## src/rtl/mmio_responder_if.sv

```systemverilog
// CPU data-memory bus as seen by the MMIO responder: command, address and write
// payload from the CPU, registered read result and read strobe back.
interface mmio_responder_if;
    logic [1:0]  mem_cmd;
    logic [8:0]  mem_addr;
    logic [15:0] write_data;
    logic [15:0] read_data;
    logic        rd_valid;

    modport master (
        output mem_cmd, mem_addr, write_data,
        input  read_data, rd_valid
    );

    modport slave (
        input  mem_cmd, mem_addr, write_data,
        output read_data, rd_valid
    );
endinterface

```

## src/rtl/mmio_responder.sv

```systemverilog
// Memory-mapped I/O responder: LED and hex-display registers, synchronized switch
// port and a write counter, with a registered read path and one-cycle read strobe.
module mmio_responder (
    input  logic                    clk,
    input  logic                    reset,
    mmio_responder_if.slave         bus,
    input  logic [7:0]              SW,
    output logic [7:0]              LEDR,
    output logic [6:0]              HEX0,
    output logic [6:0]              HEX1,
    output logic [6:0]              HEX2,
    output logic [6:0]              HEX3
);

    typedef enum logic [1:0] {
        CMD_NONE  = 2'b00,
        CMD_READ  = 2'b01,
        CMD_WRITE = 2'b10,
        CMD_RSVD  = 2'b11
    } cmd_e;

    localparam logic [8:0] LED_ADDR = 9'h100;
    localparam logic [8:0] HEX_ADDR = 9'h101;
    localparam logic [8:0] SW_ADDR  = 9'h140;
    localparam logic [8:0] CNT_ADDR = 9'h141;

    logic [7:0]  led_q;
    logic [15:0] hex_q;
    logic [15:0] cnt_q;
    logic [7:0]  sw_s1;
    logic [7:0]  sw_s2;
    logic [15:0] read_data_q;
    logic        rd_valid_q;

    cmd_e        cmd;
    logic        rd_hit;
    logic [15:0] rd_mux;
    logic        wr_led;
    logic        wr_hex;

    assign cmd = cmd_e'(bus.mem_cmd);

    // NOTE: every combinational output gets a default first so no path leaves it
    // unassigned, which would otherwise infer a latch.
    always_comb begin
        rd_hit = 1'b0;
        rd_mux = 16'h0000;
        unique case (bus.mem_addr)
            LED_ADDR: begin rd_hit = 1'b1; rd_mux = {8'h00, led_q}; end
            HEX_ADDR: begin rd_hit = 1'b1; rd_mux = hex_q;          end
            SW_ADDR:  begin rd_hit = 1'b1; rd_mux = {8'h00, sw_s2}; end
            CNT_ADDR: begin rd_hit = 1'b1; rd_mux = cnt_q;          end
            default:  ;
        endcase
    end

    assign wr_led = (cmd == CMD_WRITE) && (bus.mem_addr == LED_ADDR);
    assign wr_hex = (cmd == CMD_WRITE) && (bus.mem_addr == HEX_ADDR);

    // NOTE: state registers use non-blocking assignments so every flop samples
    // pre-edge values; a read therefore sees the register before a same-edge write.
    always_ff @(posedge clk or negedge reset) begin
        if (!reset) begin
            led_q       <= 8'h00;
            hex_q       <= 16'h0000;
            cnt_q       <= 16'h0000;
            sw_s1       <= 8'h00;
            sw_s2       <= 8'h00;
            read_data_q <= 16'h0000;
            rd_valid_q  <= 1'b0;
        end else begin
            sw_s1      <= SW;
            sw_s2      <= sw_s1;
            rd_valid_q <= 1'b0;

            if (wr_led) led_q <= bus.write_data[7:0];
            if (wr_hex) hex_q <= bus.write_data;
            // Counter wraps naturally at 16 bits
            if (wr_led || wr_hex) cnt_q <= cnt_q + 16'd1;

            if (cmd == CMD_READ && rd_hit) begin
                read_data_q <= rd_mux;
                rd_valid_q  <= 1'b1;
            end
        end
    end

    function automatic logic [6:0] seg7(input logic [3:0] d);
        logic [6:0] s;
        case (d)
            4'h0: s = 7'b1000000;
            4'h1: s = 7'b1111001;
            4'h2: s = 7'b0100100;
            4'h3: s = 7'b0110000;
            4'h4: s = 7'b0011001;
            4'h5: s = 7'b0010010;
            4'h6: s = 7'b0000010;
            4'h7: s = 7'b1111000;
            4'h8: s = 7'b0000000;
            4'h9: s = 7'b0010000;
            4'hA: s = 7'b0001000;
            4'hB: s = 7'b0000011;
            4'hC: s = 7'b1000110;
            4'hD: s = 7'b0100001;
            4'hE: s = 7'b0000110;
            default: s = 7'b0001110;
        endcase
        return s;
    endfunction

    assign HEX0 = seg7(hex_q[3:0]);
    assign HEX1 = seg7(hex_q[7:4]);
    assign HEX2 = seg7(hex_q[11:8]);
    assign HEX3 = seg7(hex_q[15:12]);

    assign LEDR          = led_q;
    assign bus.read_data = read_data_q;
    assign bus.rd_valid  = rd_valid_q;

endmodule

```

## src/flat_wrapper.sv

```systemverilog
// flat-port wrapper written by rule: the top's interface ports become plain ports
module mmio_responder_flat 
  (clk, reset, SW, LEDR, HEX0, HEX1, HEX2, HEX3, bus_mem_cmd, bus_mem_addr, bus_write_data, bus_read_data, bus_rd_valid);
  mmio_responder_if bus_i ();
  input  logic clk;
  input  logic reset;
  input  logic [7:0] SW;
  output logic [7:0] LEDR;
  output logic [6:0] HEX0;
  output logic [6:0] HEX1;
  output logic [6:0] HEX2;
  output logic [6:0] HEX3;
  input wire logic [$bits(bus_i.mem_cmd)-1:0] bus_mem_cmd;
  input wire logic [$bits(bus_i.mem_addr)-1:0] bus_mem_addr;
  input wire logic [$bits(bus_i.write_data)-1:0] bus_write_data;
  output wire logic [$bits(bus_i.read_data)-1:0] bus_read_data;
  output wire logic [$bits(bus_i.rd_valid)-1:0] bus_rd_valid;
  assign bus_i.mem_cmd = bus_mem_cmd;
  assign bus_i.mem_addr = bus_mem_addr;
  assign bus_i.write_data = bus_write_data;
  assign bus_read_data = bus_i.read_data;
  assign bus_rd_valid = bus_i.rd_valid;
  mmio_responder u_core (.clk(clk), .reset(reset), .bus(bus_i), .SW(SW), .LEDR(LEDR), .HEX0(HEX0), .HEX1(HEX1), .HEX2(HEX2), .HEX3(HEX3));
endmodule
```

## config.mk

```make
export PLATFORM = sky130hd
export DESIGN_NAME = mmio_responder_flat
export DESIGN_NICKNAME = d
export VERILOG_FILES = /design/src/rtl/mmio_responder_if.sv /design/src/rtl/mmio_responder.sv /design/src/flat_wrapper.sv
export SDC_FILE = /design/constraint.sdc
export NUM_CORES = 1
export LEC_CHECK = 0
export BUFFER_PORTS_ARGS = -buffer_cell sky130_fd_sc_hd__buf_2
export CAP_MARGIN = 20
export CORE_ASPECT_RATIO = 0.8
export CORE_UTILIZATION = 45
export CTS_BUF_LIST = sky130_fd_sc_hd__clkbuf_16
export DETAILED_ROUTE_END_ITERATION = 7
export GPL_ROUTABILITY_DRIVEN = 0
export MAX_ROUTING_LAYER = met4
export PLACE_DENSITY_LB_ADDON = 0.2
export SLEW_MARGIN = 10
export SYNTH_ARGS = -nofsm -noshare
export SYNTH_HDL_FRONTEND = slang
export SYNTH_SLANG_ARGS = --single-unit
```

## constraint.sdc

```tcl
create_clock -name clk -period 2.2 [get_ports clk]
set_input_delay 0.11 -clock clk [delete_from_list [all_inputs] [get_ports clk]]
set_output_delay 0.11 -clock clk [all_outputs]
set_load 0.005 [all_outputs]
```

==> results.txt, run 1 <==
----------------------------------------------------
[Drt]
  Via count ... 2859
  Post-DRT Antenna Nets ... 0
  Total DRC errors in the routed layout ... 0
  Average wire per standard cell ... 14.6 um
  Initial drt markers ... 164
  Detailed Routing Iterations Pass 1 ... 4
  Final Routed Wirelength ... 8040 um
  Drt via density ... 5.18

[Setup path]
  CP top delay family ... simple AND/OR/NAND/NOR gates
  Kind of capture point of the worst setup path ... output pin
  Largest fanout on the critical path ... 7
  Crit path DAT ... 1.96 ns
  Worst path buffer plus inverter count ... 2
  Count of cells along the worst register-to-register path ... 5
  Delay of the slowest cell on the worst path ... 0.46 ns
  Setup slack of the most critical reg-to-reg path ... 0.48 ns
  WP data required ... 2.09 ns
  Cell type of the slowest stage on the worst timing path ... sky130_fd_sc_hd__dfrtp_1
  Worst path cell trace ... inv_1 -> ha_1 -> nor2b_1 -> or3b_2 -> o21ai_0 -> buf_2
  Worst R2R End ... u_core.cnt_q[14]
  RR Startpoint ... u_core.cnt_q[0]
  Crit Path Class ... reg2out
  Worst setup SP type ... flip-flop

[Yosys]
  Count of flip-flops with a built-in enable after synthesis ... 0
  Instance count of the mapped netlist ... 339
  Net count after synthesis ... 401
  Syn avg cell area ... 12.1 um2
  Unique masters post-synth ... 40
  Syn. warnings ... 0
  Fraction of synthesis flops using an asynchronous set or reset pin ... 100%
  Dominant synthesized flop cell ... sky130_fd_sc_hd__dfrtp_1
  Part of the Yosys area used for sequential elements ... 44.4%
  Seq cells post-synth ... 73
  Post-synthesis instance area ... 4110 um2

[Cells and area]
  Number of non-filler instances in the completed layout ... 552
  Final core utilization ... 57.3%
  Total number of nets in the final design ... 498
  Fraction of final layout cells with drive strength greater than 1 ... 38.2%
  N_diodes ... 0
  Synthesis-to-finish area growth ... 20.9%

[Clock tree]
  Number of levels in the clock H-tree ... 3
  TritonCTS clock tree ... built
  Clock latency reported for the late side of the worst-skew pair ... 0.33 ns
  Number of sinks driven by the clock tree ... 73
  Post-CTS setup repair buffer count ... 0
  CTS Root Cell ... sky130_fd_sc_hd__clkbuf_16
  Number of buffers created by CTS ... 9
  Clock buffer depth ... 2
  Clock slew at the register clock pins of the worst setup and hold paths ... 0.06 ns
  Resize count post-CTS ... 0

[Min path]
  Capture endpoint of the worst hold path ... u_core.hex_q[13]
  Hold Startpoint ... bus_write_data[13]
  Hold path depth ... 2
  Worst hold-check path type ... in2reg

[Timing]
  Final Hold Violating Endpoints ... 0
  RSZ-0062 raised after global routing ... false
  Final setup violation count ... 0
  Peak clock frequency supported by timing ... 483 MHz
  Count of pins over their slew limit ... 0
  Aggregate negative setup slack ... 0 ns
  Transition at the pin with the smallest max-transition slack ... 0.912 ns
  Crit path time final ... 2.07 ns
  Max-slew headroom ... 39.2%
  Final worst-path cycle share ... 94.1%
  Post-route worst setup slack ... 0.130 ns
  Final Skew ... 0.00530 ns

[Pwr]
  Switching Power ... 642 uW
  Fraction of power consumed by sequential logic ... 45.0%
  Leakage component of the power ... 0.00250 uW
  Part of the total power dissipated in the clock network ... 48.9%
  Internal power component ... 2440 uW
  Overall power of the completed layout ... 3090 uW
  Switching share of total power ... 20.8%
  Power per cell area ... 621 nW/um2
  Largest vdd supply drop ... 433 uV
  Combinational fraction of design power ... 6.1%

[GRT]
  Total gr overflow ... 0
  First-pass GRT wire length ... 13100 um
  Largest net degree at the start of global routing ... 74
  Via count of the first global-routing pass ... 2737
  GRT Util Overall ... 18.8%
  Number of antenna violations at the first check in global routing ... 0

[Die]
  Die Span Y ... 87.5 um
  Core region area ... 8670 um2
  Rows ... 30
  Boundary Pins ... 90
  Initial standard-cell utilization of the core ... 47.4%
  Die width ... 109 um
  Area enclosed by the die boundary ... 9530 um2

[Placed design]
  Cell count after placement ... 527
  Pre-CTS setup slack ... 0.478 ns
  Total of buffers placed on input and output ports ... 89
  Detailed placer's ending HPWL ... 5640 um

[Status]
  Run status ... finished clean

[Job]
  Max Cap Viol ... 0

----------------------------------------------------
cell families (layout without fill, tap and decap cells):
family,Yosys count,after routing,synth area share (%)
and+or+nand+nor,95,95,12.3
DFF,73,73,44.4
muxes,63,63,21.1
AOI/OAI and AO/OA,38,38,6.12
buffers and inverters,30,131,5.23
adders and majority gates,25,25,7.61
xor gates and xnor gates,15,15,3.20
cells in the mapped netlist, types with 2 or more instances:
master,count,area (um2)
sky130_fd_sc_hd__dfrtp_1,73,1830
sky130_fd_sc_hd__nand2_1,36,135
sky130_fd_sc_hd__mux2_2,30,338
sky130_fd_sc_hd__ha_1,25,313
sky130_fd_sc_hd__nor2_1,22,82.6
sky130_fd_sc_hd__o21ai_0,19,95.1
sky130_fd_sc_hd__inv_1,13,48.8
sky130_fd_sc_hd__mux4_2,12,270
sky130_fd_sc_hd__mux2i_1,11,110
sky130_fd_sc_hd__mux2_4,10,150
sky130_fd_sc_hd__xor2_1,10,87.6
sky130_fd_sc_hd__a22o_1,8,70.1
sky130_fd_sc_hd__clkbuf_8,7,96.3
sky130_fd_sc_hd__clkbuf_1,6,22.5
sky130_fd_sc_hd__nand4_1,6,37.5
sky130_fd_sc_hd__nand3_1,5,25.0
sky130_fd_sc_hd__xnor2_1,5,43.8
sky130_fd_sc_hd__a32o_1,4,40.0
sky130_fd_sc_hd__nor2b_1,4,25.0
sky130_fd_sc_hd__or3b_2,4,35.0
sky130_fd_sc_hd__nand2b_1,3,18.8
sky130_fd_sc_hd__nor3_1,3,15.0
sky130_fd_sc_hd__a31oi_1,2,12.5
sky130_fd_sc_hd__and4_1,2,17.5
sky130_fd_sc_hd__buf_6,2,22.5
sky130_fd_sc_hd__nor4_1,2,12.5
sky130_fd_sc_hd__o21a_1,2,15.0
power by group through the flow:
stage	clock network [uW]	logic (uW)	registers, uW
after global placement	0	176	1410
after global routing	1610	210	1390
after floorplan	0	90.8	1400
after CTS	1550	192	1390
after detailed placement	0	178	1410
final	1510	189	1390
placed cells by master (no fill, tap or decap), types with 5 or more instances in the layout:
cell	synthesis	final
sky130_fd_sc_hd__dfrtp_1	73	73
sky130_fd_sc_hd__xor2_1	10	10
sky130_fd_sc_hd__xnor2_1	5	5
sky130_fd_sc_hd__a22o_1	8	8
sky130_fd_sc_hd__mux2i_1	11	11
sky130_fd_sc_hd__nor2_1	22	22
sky130_fd_sc_hd__mux2_4	10	10
sky130_fd_sc_hd__mux2_2	30	30
sky130_fd_sc_hd__nand4_1	6	6
sky130_fd_sc_hd__buf_2	1	88
sky130_fd_sc_hd__clkbuf_16	0	9
sky130_fd_sc_hd__dlygate4sd3_1	0	10
sky130_fd_sc_hd__nand3_1	5	5
sky130_fd_sc_hd__o21ai_0	19	19
sky130_fd_sc_hd__nand2_1	36	36
sky130_fd_sc_hd__ha_1	25	25
sky130_fd_sc_hd__inv_1	13	13
sky130_fd_sc_hd__buf_4	0	5
sky130_fd_sc_hd__mux4_2	12	12
state kept, by name, indices dropped and copies added, names as in the netlist:
name and count:
u_core.cnt_q 16, u_core.hex_q 16, u_core.sw_s1 8, u_core.bus.rd_valid 1
u_core.LEDR 8, u_core.bus.read_data 16, u_core.sw_s2 8
stage by stage:
| stage | area, um2 | hold slack, ns |
|---|---|---|
| after global routing | 4970 | 0.00459 |
| after CTS | 4970 | 0.00405 |
| after detailed placement | 4560 | 0.219 |
| after floorplan | 4110 | -0.186 |
| after global placement | 4560 | 0.218 |
| final | 4970 | 0.0125 |
worst max-delay path by stage:
stage / from / to / slack [ns] / depth (start not counted)
after floorplan: bus_mem_addr[4] / u_core.LEDR[0] / 0.72 / 6
after global placement: u_core.cnt_q[0] / u_core.cnt_q[14] / 0.48 / 5
after detailed placement: u_core.hex_q[1] / HEX0[0] / 0.48 / 6
after CTS: u_core.hex_q[1] / HEX0[0] / 0.12 / 6
after global routing: u_core.hex_q[1] / HEX0[0] / 0.03 / 6
final: u_core.hex_q[1] / HEX0[0] / 0.13 / 6
worst register-to-register path, delay by kind of cell (launching register included):
family                     cells  cell delay [ns]
and+or+nand+nor                3             0.78
DFF                            1             0.46
adders and majority gates      1             0.23
xor gates and xnor gates       1             0.17
layout make-up:
class | count | area (um2)
Multi-Input combinational cell | 236 | 2070
Timing Repair Buffer | 103 | 578
Tap cell | 112 | 140
Clock buffer | 9 | 225
Clock inverter | 6 | 83.8
Fill cell | 742 | 3700
Inverter | 13 | 48.8
Sequential cell | 73 | 1830
layer usage:
metal | vias up | routed length (um) | track usage (%)
met5 | - | 0 | -
met1 | 1380 | 3900 | 24.7
li1 | 1396 | - | -
met4 | 0 | 66 | 4.30
met3 | 6 | 426 | 5.68
met2 | 77 | 3640 | 28.7
what timing repair did:
item                       CTS  global route
setup endpoints to repair    0             0
hold endpoints to repair    82             0
hold buffers                10             0
Power figures use the tool's default switching activity.
==> run 2: changes to the inputs <==
--- a/config.mk
+++ b/config.mk
@@ -12,6 +12,7 @@
 export CTS_BUF_LIST = sky130_fd_sc_hd__clkbuf_16
 export DETAILED_ROUTE_END_ITERATION = 7
 export GPL_ROUTABILITY_DRIVEN = 0
+export HOLD_SLACK_MARGIN = 0.08
 export MAX_ROUTING_LAYER = met4
 export PLACE_DENSITY_LB_ADDON = 0.2
 export SLEW_MARGIN = 10
==> run 2 against run 1 <==
  * Clock-buffer cell count unchanged
  * Sequential power about the same
  * Via count increased by 1.6%
  * Combinational power increased by 10%
  * Clock power about the same
  * Maximum frequency decreased by 0.17%
  * Critical path depth unchanged
  * Sequential share of layout area decreased by 1.1 points
  * Critical endpoint unchanged
  * Largest cell class unchanged
  * Largest power group unchanged
==> results.txt, run 2 (synthesized netlist as in run 1, its figures left out) <==
----------------------------------------------------
[Clock tree]
  TritonCTS clock tree ... built
  Clock latency reported for the late side of the worst-skew pair ... 0.33 ns (about the same)
  Number of buffers created by CTS ... 9 (unchanged)
  Clock buffer depth ... 2 (unchanged)
  CTS Root Cell ... sky130_fd_sc_hd__clkbuf_16
  Resize count post-CTS ... 0 (unchanged)
  Number of levels in the clock H-tree ... 3 (unchanged)
  Clock slew at the register clock pins of the worst setup and hold paths ... 0.06 ns (about the same)
  Number of sinks driven by the clock tree ... 73 (unchanged)

[Cells and area]
  Number of non-filler instances in the completed layout ... 567 (+2.7%)
  N_diodes ... 0 (unchanged)
  Total number of nets in the final design ... 513 (+3.0%)
  Most used cells in the layout excluding fill and tap cells ... 88 x sky130_fd_sc_hd__buf_2, 73 x sky130_fd_sc_hd__dfrtp_1, 36 x sky130_fd_sc_hd__nand2_1, 30 x sky130_fd_sc_hd__mux2_2
  Fraction of final layout cells with drive strength greater than 1 ... 36.9% (-1.3 points)
  Synthesis-to-finish area growth ... 24.6%
  Leading cell type in the layout, fill and taps excluded ... sky130_fd_sc_hd__buf_2

[Pwr]
  Largest vdd supply drop ... 438 uV (+1.2%)
  Power per cell area ... 607 nW/um2 (-2.3%)
  Overall power of the completed layout ... 3110 uW (+0.70%)
  Leakage component of the power ... 0.00257 uW (+2.5%)

[Job]
  Max Cap Viol ... 0 (unchanged)

[GRT]
  Largest net degree at the start of global routing ... 74 (unchanged)
  GR peak layer ... met2
  GRT Util Overall ... 19.0% (+0.18 points)
  First-pass GRT wire length ... 13300 um (+1.2%)
  Met1 Track Usage GR ... 24.9% (+0.14 points)
  Fraction of met3 tracks used by global routing ... 5.68% (unchanged)
  Number of antenna violations at the first check in global routing ... 0 (unchanged)
  Total gr overflow ... 0 (unchanged)
  Via count of the first global-routing pass ... 2781 (+1.6%)
  Met2 global-route usage ... 29.2% (+0.46 points)

[Die]
  Rows ... 30 (unchanged)
  Die Span Y ... 87.5 um (unchanged)
  Boundary Pins ... 90 (unchanged)
  Area enclosed by the die boundary ... 9530 um2 (unchanged)
  Initial standard-cell utilization of the core ... 47.4% (unchanged)
  Core region area ... 8670 um2 (unchanged)
  Die width ... 109 um (unchanged)

[Drt]
  Via count ... 2905 (+1.6%)
  Detailed Routing Iterations Pass 1 ... 4 (unchanged)
  Drt via density ... 5.12 (-1.1%)
  Initial drt markers ... 200 (+22%)
  Total DRC errors in the routed layout ... 0 (unchanged)
  Post-DRT Antenna Nets ... 0 (unchanged)
  Average wire per standard cell ... 14.3 um (-1.7%)
  Final Routed Wirelength ... 8120 um (+0.98%)

[Timing]
  Aggregate negative setup slack ... 0 ns (unchanged)
  Count of pins over their slew limit ... 0 (unchanged)
  Max-slew headroom ... 39.8% (+0.58 points)
  Crit path time final ... 2.07 ns (+0.00343 ns)
  Final Hold Violating Endpoints ... 0 (unchanged)
  RSZ-0062 raised after global routing ... false
  Transition at the pin with the smallest max-transition slack ... 0.903 ns (-0.00873 ns)
  Final Skew ... 0.00529 ns (-0.00000836 ns)
  Final-layout worst hold slack ... 0.125 ns (+0.113 ns)
  Final worst-path cycle share ... 94.2% (+0.16 points)
  Final setup violation count ... 0 (unchanged)
  Peak clock frequency supported by timing ... 482 MHz (-0.17%)

[Setup path]
  Crit Path Class ... reg2out
  Worst setup SP type ... flip-flop
  Endpoint of the most critical setup path ... HEX0[0]
  Worst setup path startpoint ... u_core.hex_q[1]
  Worst R2R End ... u_core.cnt_q[14]
  Crit path DAT ... 1.96 ns (about the same)
  Setup slack of the most critical reg-to-reg path ... 0.48 ns (about the same)
  Count of cells along the worst register-to-register path ... 5 (unchanged)
  WP data required ... 2.09 ns (about the same)
  Largest fanout on the critical path ... 7 (unchanged)
  Kind of capture point of the worst setup path ... output pin
  RR Startpoint ... u_core.cnt_q[0]

[Min path]
  Worst hold-check path type ... in2reg

[Placed design]
  Total of buffers placed on input and output ports ... 89 (unchanged)
  Detailed placer's ending HPWL ... 5640 um (unchanged)
  Cell count after placement ... 527 (unchanged)

[Status]
  Run status ... finished clean

----------------------------------------------------
-- run 2: changes by cell type in the layout (fill, tap and decap cells not counted) --
cell / change
sky130_fd_sc_hd__dlygate4sd3_1: +15
-- run 2: worst min-delay path by stage --
stage               startpoint                       end  slack, ns  cells past startpoint
2_1_floorplan            reset            u_core.LEDR[0]      -0.19                      0
3_3_place_gp             SW[0]           u_core.sw_s1[0]       0.22                      1
3_5_place_dp             SW[0]           u_core.sw_s1[0]       0.22                      1
4_1_cts         bus_mem_cmd[0]  u_core.bus.read_data[12]       0.12                      3
5_1_grt         bus_mem_cmd[0]  u_core.bus.read_data[12]       0.13                      3
6_report       bus_mem_addr[5]  u_core.bus.read_data[12]       0.13                      4
-- run 2: final cells by class --
type                    count  area, um2
inverters                  13       48.8
clock buffers               9        225
fillers                   731       3550
repair buffers            118        728
clock inverters             6       83.8
well taps                 112        140
flip-flops and latches     73       1830
multi-input cells         236       2070
-- run 2: per-stage QoR --
step	util (%)	cell area, um2	worst slack (ns)
floorplan	-	4110	0.715
global placement	52.6	4560	0.484
detailed placement	52.6	4560	0.478
CTS	59.1	5120	0.117
global route	59.1	5120	0.0260
finish	59.1	5120	0.127
-- run 2: what timing repair did --
action | in CTS | in global routing
buffers inserted | 0 | 0
hold buffers | 25 | 0
endpoints found under the hold margin | 105 | 0
setup endpoints to repair | 0 | 0
-- run 2: layer usage --
layer  vias to the layer above  wire, um  part of all wire, %
met2                        70      3690                   45
met4                         0        66                 0.81
met1                      1404      3950                   49
met5                         -         0                    0
met3                         6       410                  5.0
li1                       1425         -                    -
-- run 2: worst max-delay path, stage by stage (launching register included) --
cell	delay, ns
sky130_fd_sc_hd__dfrtp_1	0.46
sky130_fd_sc_hd__inv_1	0.17
sky130_fd_sc_hd__ha_1	0.26
sky130_fd_sc_hd__nor2b_1	0.08
sky130_fd_sc_hd__or3b_2	0.46
sky130_fd_sc_hd__o21ai_0	0.08
sky130_fd_sc_hd__buf_2	0.13
-- run 2: power breakdown --
group	switching (uW)	internal, uW	leakage, uW
logic	93.9	114	0.00144
registers	21.4	1370	0.000981
clock network	531	979	0.000145
